## src/rtl/pic_pkg.sv

```systemverilog
// pic_pkg
// Shared definitions for the PIC interrupt stage: OCW2 command codes,
// the INTA acknowledge FSM state type and the rotating-priority helpers.
// No ports; imported by pic_prio_resolver and pic_irq_ctrl.
package pic_pkg;

    // OCW2 command field, bits {R, SL, EOI}
    localparam logic [2:0] OCW2_NSEOI     = 3'b001;
    localparam logic [2:0] OCW2_SEOI      = 3'b011;
    localparam logic [2:0] OCW2_ROT_NSEOI = 3'b101;
    localparam logic [2:0] OCW2_ROT_SEOI  = 3'b111;
    localparam logic [2:0] OCW2_SET_PRIO  = 3'b110;

    // Level reported when INTA arrives with nothing pending
    localparam logic [2:0] SPURIOUS_LVL = 3'd7;

    typedef enum logic [1:0] {
        IDLE,
        ACK1,
        ACK2
    } pic_state_e;

    // Returns {valid, level} of the highest-priority set bit of mask,
    // where base is the highest-priority level and the order wraps 7->0.
    // The loop walks from lowest to highest priority so the last hit wins.
    function automatic logic [3:0] highestPrio(input logic [7:0] mask,
                                               input logic [2:0] base);
        logic [3:0] result;
        logic [2:0] idx;
        result = 4'b0000;
        for (int k = 7; k >= 0; k--) begin
            idx = base + 3'(k);
            if (mask[idx]) begin
                result = {1'b1, idx};
            end
        end
        return result;
    endfunction

    // Position of a level in the rotating order; 0 is highest priority.
    function automatic logic [2:0] rankOf(input logic [2:0] lvl,
                                          input logic [2:0] base);
        return lvl - base;
    endfunction

endpackage

```

## src/rtl/pic_prio_resolver.sv

```systemverilog
// pic_prio_resolver
// Combinational rotating find-first over an 8-bit request mask.
// Ports:
//   mask_i      8  requests, bit i = level i
//   prioBase_i  3  level currently holding highest priority
//   valid_o     1  at least one bit of mask_i is set
//   lvl_o       3  highest-priority set level (0 when valid_o = 0)
module pic_prio_resolver
    import pic_pkg::*;
(
    input  logic [7:0] mask_i,
    input  logic [2:0] prioBase_i,
    output logic       valid_o,
    output logic [2:0] lvl_o
);

    always_comb begin
        {valid_o, lvl_o} = highestPrio(mask_i, prioBase_i);
    end

endmodule

```

## src/rtl/pic_irq_ctrl.sv

```systemverilog
// pic_irq_ctrl
// Request latching, priority resolution and INTA acknowledge stage of an
// 8259-style PIC.
// Ports:
//   clk_i         1  system clock
//   rstn_i        1  asynchronous active-low reset
//   ir_i          8  raw interrupt request lines
//   icw1_ltim_i   1  1 = level-triggered, 0 = edge-triggered
//   icw2_vec_i    5  vector base T7..T3
//   icw4_aeoi_i   1  automatic EOI enable
//   ocw1_imr_i    8  interrupt mask, 1 masks the level
//   ocw2_i        8  OCW2 byte {R,SL,EOI,0,0,L2..L0}
//   ocw2_wr_i     1  single-cycle OCW2 write strobe
//   ocw3_ris_i    1  status select, 0 = IRR, 1 = ISR
//   intan_i       1  INTA from CPU, active-low, synchronous
//   int_o         1  interrupt request to CPU
//   vec_o         8  interrupt vector
//   vec_oe_o      1  vector valid / bus drive enable
//   stat_o        8  registered IRR or ISR
module pic_irq_ctrl
    import pic_pkg::*;
#(
    parameter int SYNC_STAGES = 2  // must be at least 2
) (
    input  logic       clk_i,
    input  logic       rstn_i,
    input  logic [7:0] ir_i,
    input  logic       icw1_ltim_i,
    input  logic [4:0] icw2_vec_i,
    input  logic       icw4_aeoi_i,
    input  logic [7:0] ocw1_imr_i,
    input  logic [7:0] ocw2_i,
    input  logic       ocw2_wr_i,
    input  logic       ocw3_ris_i,
    input  logic       intan_i,
    output logic       int_o,
    output logic [7:0] vec_o,
    output logic       vec_oe_o,
    output logic [7:0] stat_o
);

    logic [7:0] sync_q [SYNC_STAGES];
    logic [7:0] irPrev_q;
    logic [7:0] irr_q, irr_d;
    logic [7:0] isr_q, isr_d;
    logic [2:0] prioBase_q, prioBase_d;
    logic       intanDly_q;
    pic_state_e state_q, state_d;
    logic [2:0] lvl_q, lvl_d;
    logic       spurious_q, spurious_d;
    logic       int_q, int_d;
    logic [7:0] vec_q, vec_d;
    logic       vecOe_q, vecOe_d;
    logic [7:0] stat_q;

    logic [7:0] irSync;
    logic [7:0] irRise;
    logic       intanFall, intanRise;
    logic       candValid, isrValid;
    logic [2:0] candLvl, isrLvl;
    logic       ackTake;
    logic       aeoiClear;
    logic       ocw2Valid;
    logic [2:0] ocw2Lvl;

    assign irSync    = sync_q[SYNC_STAGES-1];
    assign irRise    = irSync & ~irPrev_q;
    assign intanFall = intanDly_q & ~intan_i;
    assign intanRise = ~intanDly_q & intan_i;
    // D4..D3 = 00 distinguishes an OCW2 byte from OCW3
    assign ocw2Valid = ocw2_wr_i && (ocw2_i[4:3] == 2'b00);
    assign ocw2Lvl   = ocw2_i[2:0];

    pic_prio_resolver u_candResolver (
        .mask_i     (irr_q & ~ocw1_imr_i),
        .prioBase_i (prioBase_q),
        .valid_o    (candValid),
        .lvl_o      (candLvl)
    );

    pic_prio_resolver u_isrResolver (
        .mask_i     (isr_q),
        .prioBase_i (prioBase_q),
        .valid_o    (isrValid),
        .lvl_o      (isrLvl)
    );

    assign ackTake   = (state_q == IDLE) && intanFall && candValid;
    assign aeoiClear = (state_q == ACK2) && intanRise && icw4_aeoi_i && !spurious_q;

    // Input synchronizers plus the delayed copies used for edge detection
    always_ff @(posedge clk_i or negedge rstn_i) begin
        if (!rstn_i) begin
            for (int s = 0; s < SYNC_STAGES; s++) begin
                sync_q[s] <= '0;
            end
            irPrev_q   <= '0;
            intanDly_q <= 1'b1;
        end else begin
            sync_q[0] <= ir_i;
            for (int s = 1; s < SYNC_STAGES; s++) begin
                sync_q[s] <= sync_q[s-1];
            end
            irPrev_q   <= irSync;
            intanDly_q <= intan_i;
        end
    end

    // IRR: edge mode holds a captured rise only while the line stays high;
    // the acknowledge clear is applied last so it wins over a same-cycle set
    always_comb begin
        irr_d = icw1_ltim_i ? irSync : ((irr_q & irSync) | irRise);
        if (ackTake) begin
            irr_d[candLvl] = 1'b0;
        end
    end

    // ISR and priority base: EOI decisions use the pre-update ISR, then the
    // INTA set is applied so it overrides any clear on the same bit
    always_comb begin
        isr_d      = isr_q;
        prioBase_d = prioBase_q;
        if (ocw2Valid) begin
            case (ocw2_i[7:5])
                OCW2_NSEOI: begin
                    if (isrValid) isr_d[isrLvl] = 1'b0;
                end
                OCW2_SEOI: begin
                    isr_d[ocw2Lvl] = 1'b0;
                end
                OCW2_ROT_NSEOI: begin
                    if (isrValid) begin
                        isr_d[isrLvl] = 1'b0;
                        prioBase_d    = isrLvl + 3'd1;
                    end
                end
                OCW2_ROT_SEOI: begin
                    isr_d[ocw2Lvl] = 1'b0;
                    prioBase_d     = ocw2Lvl + 3'd1;
                end
                OCW2_SET_PRIO: begin
                    prioBase_d = ocw2Lvl + 3'd1;
                end
                default: ;
            endcase
        end
        if (aeoiClear) begin
            isr_d[lvl_q] = 1'b0;
        end
        if (ackTake) begin
            isr_d[candLvl] = 1'b1;
        end
    end

    // FSM state register
    always_ff @(posedge clk_i or negedge rstn_i) begin
        if (!rstn_i) begin
            state_q <= IDLE;
        end else begin
            state_q <= state_d;
        end
    end

    // FSM next state: each INTA falling edge advances, the final rise returns
    always_comb begin
        state_d = state_q;
        case (state_q)
            IDLE:    if (intanFall) state_d = ACK1;
            ACK1:    if (intanFall) state_d = ACK2;
            ACK2:    if (intanRise) state_d = IDLE;
            default: state_d = IDLE;
        endcase
    end

    // FSM outputs: level capture, vector drive and the fully nested INT
    // request, which is only raised while no acknowledge is in progress
    always_comb begin
        lvl_d      = lvl_q;
        spurious_d = spurious_q;
        vec_d      = vec_q;
        vecOe_d    = vecOe_q;
        int_d      = 1'b0;
        case (state_q)
            IDLE: begin
                if (intanFall) begin
                    lvl_d      = candValid ? candLvl : SPURIOUS_LVL;
                    spurious_d = !candValid;
                end else begin
                    int_d = candValid &&
                            (!isrValid ||
                             (rankOf(candLvl, prioBase_q) < rankOf(isrLvl, prioBase_q)));
                end
            end
            ACK1: begin
                if (intanFall) begin
                    vec_d   = {icw2_vec_i, lvl_q};
                    vecOe_d = 1'b1;
                end
            end
            ACK2: begin
                if (intanRise) begin
                    vec_d   = '0;
                    vecOe_d = 1'b0;
                end
            end
            default: ;
        endcase
    end

    // Datapath registers
    always_ff @(posedge clk_i or negedge rstn_i) begin
        if (!rstn_i) begin
            irr_q      <= '0;
            isr_q      <= '0;
            prioBase_q <= '0;
            lvl_q      <= '0;
            spurious_q <= 1'b0;
            int_q      <= 1'b0;
            vec_q      <= '0;
            vecOe_q    <= 1'b0;
            stat_q     <= '0;
        end else begin
            irr_q      <= irr_d;
            isr_q      <= isr_d;
            prioBase_q <= prioBase_d;
            lvl_q      <= lvl_d;
            spurious_q <= spurious_d;
            int_q      <= int_d;
            vec_q      <= vec_d;
            vecOe_q    <= vecOe_d;
            stat_q     <= ocw3_ris_i ? isr_q : irr_q;
        end
    end

    assign int_o    = int_q;
    assign vec_o    = vec_q;
    assign vec_oe_o = vecOe_q;
    assign stat_o   = stat_q;

endmodule

```

## config.mk

```make
export PLATFORM = sky130hd
export DESIGN_NAME = pic_irq_ctrl
export DESIGN_NICKNAME = d
export VERILOG_FILES = /design/src/rtl/pic_pkg.sv /design/src/rtl/pic_prio_resolver.sv /design/src/rtl/pic_irq_ctrl.sv
export SDC_FILE = /design/constraint.sdc
export NUM_CORES = 1
export LEC_CHECK = 0
export ABC_AREA = 1
export CAP_MARGIN = 40
export CORE_MARGIN = 2
export CORE_UTILIZATION = 50
export DETAILED_ROUTE_END_ITERATION = 8
export PLACE_DENSITY = 0.73
export SYNTH_ARGS = -nofsm -noshare
export SYNTH_HDL_FRONTEND = slang
export SYNTH_SLANG_ARGS = --single-unit
```

## constraint.sdc

```tcl
create_clock -name clk_i -period 5.54 [get_ports clk_i]
set_input_delay 1.662 -clock clk_i [delete_from_list [all_inputs] [get_ports clk_i]]
set_output_delay 1.662 -clock clk_i [all_outputs]
set_load 0.01 [all_outputs]
```

==> flow_summary.ini, run 1 <==
[run_status]
status = finished clean

[routing]
drt-vias-per-instance = 5.28
drt_iter0_markers = 258
wl_mm = 10.4
wl_per_cell_um = 13.5
drtPass1Iterations = 5
drc = 0
vias = 4051
detail-route-antenna-nets = 0

[run]
cap_violations = 0

[synthesis]
ys_ff_latch = 68
synth_area_um2 = 4220
synth_compound_area_share_pct = 10.7
synth_cell_type_count = 40
synthMuxAreaShare_pct = 0
syn_inst = 599
synthXorXnorAreaFrac_pct = 1.07
synth_edf_count = 0
synth-seq-area-share_pct = 40.4
synth_nets = 644
synth.most_common_cell = nand2_1
synth_common_cells = 207 x nand2_1, 77 x nand3_1, 72 x inv_1, 67 x dfrtp_1, 29 x nor2_1
synthAdderAreaFrac_pct = 3.03
synth_top_family_by_area = simple AND/OR/NAND/NOR gates
synth.largest_area_cell = dfrtp_1
async_flop_share_pct = 100
yosys_warnings = 0
syn_avg_cell_area_um2 = 7.04
synth-simple-area-share_pct = 35.5
synth.area.top_cells = dfrtp_1 40%, nand2_1 18%, nand3_1 9.1%, inv_1 6.4%, nor2_1 2.6%
synth_flop_cell = dfrtp_1
synth.top_cell.area_share_pct = 39.8

[clocking]
htreeDepth = 3
root_buffer = clkbuf_8
ctsResizeCount = 0
cts_sinks = 68
cts_buffers = 9
clk_path_buf_depth = 2
cts_hold_buf = 0
clk_pin_slew_ns = 0.08
cts_tree = yes
clk_latency_ns = 0.35
post-cts-setup-buffer-count = 0

[critical_path]
cp.required_ns = 5.82
cp-end-kind = register
path_max_fanout = 3
critPathKind = in -> reg
r2r_start = prioBase_q[1]
cp-start-kind = primary input
startpoint = ocw1_imr_i[4]
arrival_ns = 4.80

[place]
gp_congestion = 0.894
dp_hpwl_mm = 8.17
placed_area_um2 = 4860
io_buffers = 53

[global_route]
grt_pass1_vias = 3856
grt_pass1_wl_mm = 17.8
grt-ovfl-total = 0
grt.total_usage_pct = 25.1
grt_max_degree = 26
antenna_found_initial = 0

[sta]
fin_skew_ns = 0.00848
rsz0062_at_grt = no
worst_pin_slew_ns = 0.582
slew_headroom_pct = 60.9
fmax_mhz = 221
setup_violations = 0
fin_setup_tns_ns = 0
hold_viol = 0
finalCritPeriodShare_pct = 81.5
drv_slew = 0
final.min_clock_period_ns = 4.52

[cells_and_area]
drive_above_1_share_pct = 9.67
num-fill-cells = 751
design_area_um2 = 5040
utilization_pct = 61.6
fin_nets = 702
n_antenna_cell = 0
area_delta_synth_final_pct = 19.4

[floorplan]
fp.dieArea_um2 = 9180
fp.dieH_um = 95.8
rows = 33
pin_count = 54
core-area_um2 = 8180
die_x_um = 95.8
initial_core_util_pct = 51.6

[worst_hold_path]
worst_hold_path_type = reg -> reg
hp-start = sync_q[14]
[final timing paths]
check / depth (start not counted) / slack, ns / endpoint
min in group asynchronous: 1 / 1.28 / irSync[2]
max reg2reg: 21 / 1.37 / int_o
min: 0 / 0.35 / irSync[6]
min reg2reg: 0 / 0.35 / irSync[6]
max in group asynchronous: 3 / 3.38 / irr_q[5]
max: 23 / 1.02 / int_o
[cells in the final DEF (no fill, tap or decap), types with 2 or more instances in the layout]
cell	n
nand2_1	207
nand3_1	77
inv_1	72
dfrtp_1	67
clkdlybuf4s50_1	52
nor2_1	29
o21ai_0	21
a21oi_1	18
inv_2	14
o21ai_1	14
nand2_2	12
clkbuf_8	9
nand4_1	8
o311ai_0	8
ha_1	7
nor2_2	5
nor3_1	3
a31oi_1	3
buf_4	3
a21oi_2	2
xnor2_1	2
a22oi_1	2
fa_1	2
clkinv_2	2
clkinv_4	2
clkinvlp_4	2
[worst max-delay path: stages]
cell,delay (ns)
clkdlybuf4s50_1,0.40
inv_1,0.05
nand2_1,0.05
o21ai_0,0.25
nand2_1,0.08
o21ai_1,0.12
nand2_1,0.09
nand2_1,0.10
inv_2,0.06
a21oi_2,0.15
o21ai_1,0.10
nand2_1,0.06
nand2_1,0.05
nand2_2,0.12
inv_2,0.06
ha_1,0.21
fa_1,0.42
nand3_1,0.10
nand2_1,0.06
ha_1,0.30
a21oi_1,0.14
a21oi_1,0.08
nor2_1,0.12
[layout make-up]
type                       instances  area (um^2)  area share (%)
multi-input combinational        433         2120            42.1
sequential                        68         1700            33.8
timing repair buffer              57          576            11.4
inverter                          88          333            6.61
tap                              105          131            2.61
clock buffer                       9          124            2.46
clock inverter                     7         51.3            1.02
[routing by layer]
metal  up-vias  track usage [%]  part of all wire, %
met2       144             42.5                   50
met4         0             7.98                  1.9
li1       2047                -                    -
met3        25             5.01                  5.4
met1      1835             32.3                   43
met5         -                0                    0
[sequential cells by signal, indices dropped and copies added, names as in the netlist]
name / flops
isr_q: 8
lvl_q: 3
vec_oe_o: 1
irPrev_q: 8
vec_o: 8
spurious_q: 1
irr_q: 8
stat_o: 8
sync_q: 8
int_o: 1
prioBase_q: 3
state_q: 2
irSync: 8
intanDly_q: 1
[cells by family (layout without fill, tap and decap cells)]
kind of cell             count (synthesis)  in the layout
AO/OA/AOI/OAI                           74             74
XOR/XNOR                                 3              3
adder cells (fa/ha/maj)                  9              9
buffers and inverters                   98            161
flip-flops                              68             68
AND/OR/NAND/NOR                        347            347
[per-stage QoR]
step / worst slack, ns / hold WS, ns / std cells
2_1_floorplan: 1.43 / 0.331 / 599
3_3_place_gp: 0.820 / 0.333 / 750
3_5_place_dp: 0.696 / 0.335 / 751
4_1_cts: 1.07 / 0.351 / 767
5_1_grt: 0.565 / 0.358 / 767
6_report: 1.02 / 0.348 / 767
Power of run 1 is left out: the tool's default activity adds up to more than one toggle a clock period on the data nets, which glitch-free logic cannot reach.
==> inputs of run 2 (changes only) <==
==> constraint.sdc (replaced) <==
create_clock -name clk_i -period 4.7 [get_ports clk_i]
set_input_delay 1.41 -clock clk_i [delete_from_list [all_inputs] [get_ports clk_i]]
set_output_delay 1.41 -clock clk_i [all_outputs]
set_load 0.01 [all_outputs]
==> flow_summary.ini, run 2 (synthesized netlist as in run 1, its figures left out) <==
[sta]
fin_skew_ns = 0.00703
hold_viol = 0
fmax_mhz = 231
worst_pin_slew_ns = 0.588
setup_violations = 0
fin_setup_tns_ns = 0
final.min_clock_period_ns = 4.33
rsz0062_at_grt = no
finalCritPeriodShare_pct = 92.1
setup_ws_ns = 0.373
slew_headroom_pct = 60.8
drv_slew = 0

[worst_hold_path]
min_path_cells = 0
worst_hold_path_type = reg -> reg
hp-start = sync_q[12]
min_to = irSync[4]

[cells_and_area]
num-fill-cells = 732
final_common_cell = nand2_1
area_delta_synth_final_pct = 21.4
n_antenna_cell = 0
final_cell_mix = 207 x nand2_1, 77 x nand3_1, 72 x inv_1
multi_input_area_um2 = 2120
drive_above_1_share_pct = 9.80
utilization_pct = 62.6
instances_no_fill = 768
fin_nets = 703
regArea_um2 = 1700

[global_route]
grt-ovfl-total = 0
grt_pass1_wl_mm = 17.6
antenna_found_initial = 0
grt_max_degree = 44
grt.total_usage_pct = 25.2
grt_pass1_vias = 3889

[critical_path]
cp-end-kind = register
cp_common_cell = nand2_1
r2r_start = prioBase_q[0]
path_max_fanout = 3
path_cells = clkdlybuf4s50_1 -> nor2_1 -> nand2_1 -> o21ai_0 -> nand2_1 -> o21ai_1 -> nand2_1 -> nand2_1 -> inv_2 -> a21oi_2 -> o21ai_1 -> nand2_1 -> nand2_1 -> nand2_2 -> inv_2 -> ha_1 -> fa_1 -> nand3_1 -> nand2_1 -> ha_1 -> o211ai_1 -> a21oi_1 -> nor2_1
slowest_stage = fa_1
cp.required_ns = 4.94
worst-r2r-cell-count = 23
critPathKind = in -> reg
cp-start-kind = primary input
cpPeakStageDelay_ns = 0.42
r2r_setup_slack_ns = 0.92
r2r_end = int_o
arrival_ns = 4.56

[clocking]
htreeDepth = 3
cts_sinks = 68
post-cts-setup-buffer-count = 0
cts_buffers = 9
root_buffer = clkbuf_8
clk_latency_ns = 0.34
cts_tree = yes
cts_hold_buf = 0
clk_path_buf_depth = 2
clk_pin_slew_ns = 0.08
ctsResizeCount = 0

[routing]
drt_iter0_markers = 181
wl_mm = 10.7
vias = 4097
drtPass1Iterations = 5
wl_per_cell_um = 14.0
drt-vias-per-instance = 5.33
drc = 0
detail-route-antenna-nets = 0

[floorplan]
fp.dieArea_um2 = 9180
fp.dieH_um = 95.8
core-area_um2 = 8180
die_x_um = 95.8
rows = 33
initial_core_util_pct = 51.6
pin_count = 54

[place]
pre_cts_slack_ns = 0.0567
io_buffers = 53
dp_hpwl_mm = 8.09
gp_congestion = 0.949
dpl.cell_count = 752

[run]
cap_violations = 0

[run_status]
status = finished clean
run 2: worst max-delay path, delay by kind of cell:
kind / cells / cell delay, ns
buf+inv: 3 / 0.52
simple gates: 11 / 0.98
compound gates: 6 / 0.73
fa+ha+maj: 3 / 0.91
run 2: worst max-delay path by stage:
stage                        startpoint  endpoint  depth (start not counted)
after floorplan           ocw1_imr_i[0]     int_o                         22
after global placement    ocw1_imr_i[5]     int_o                         23
after detailed placement  ocw1_imr_i[4]     int_o                         23
after CTS                 ocw1_imr_i[5]     int_o                         23
after global routing      ocw1_imr_i[4]     int_o                         23
final                     ocw1_imr_i[5]     int_o                         23
run 2: cell type report:
type                    count  share of cell area (%)
clock buffers               9                    2.42
well taps                 105                    2.57
multi-input cells         433                    41.4
flip-flops and latches     68                    33.3
repair buffers             58                    11.0
clock inverters             7                    2.86
inverters                  88                    6.50
run 2: layer usage:
metal	routed length (um)	track usage (%)	part of all wire [%]
met4	360	11.8	3.4
met3	576	4.70	5.4
met2	5250	43.1	49
met1	4530	30.6	42
met5	0	0	0
run 2: stage by stage:
stage | cell area (um^2) | hold WS, ns
after detailed placement | 4850 | 0.335
after floorplan | 4220 | 0.331
after global placement | 4850 | 0.331
final | 5120 | 0.351
after global routing | 5120 | 0.362
after CTS | 5120 | 0.353
Power of run 2 is left out for the same reason.
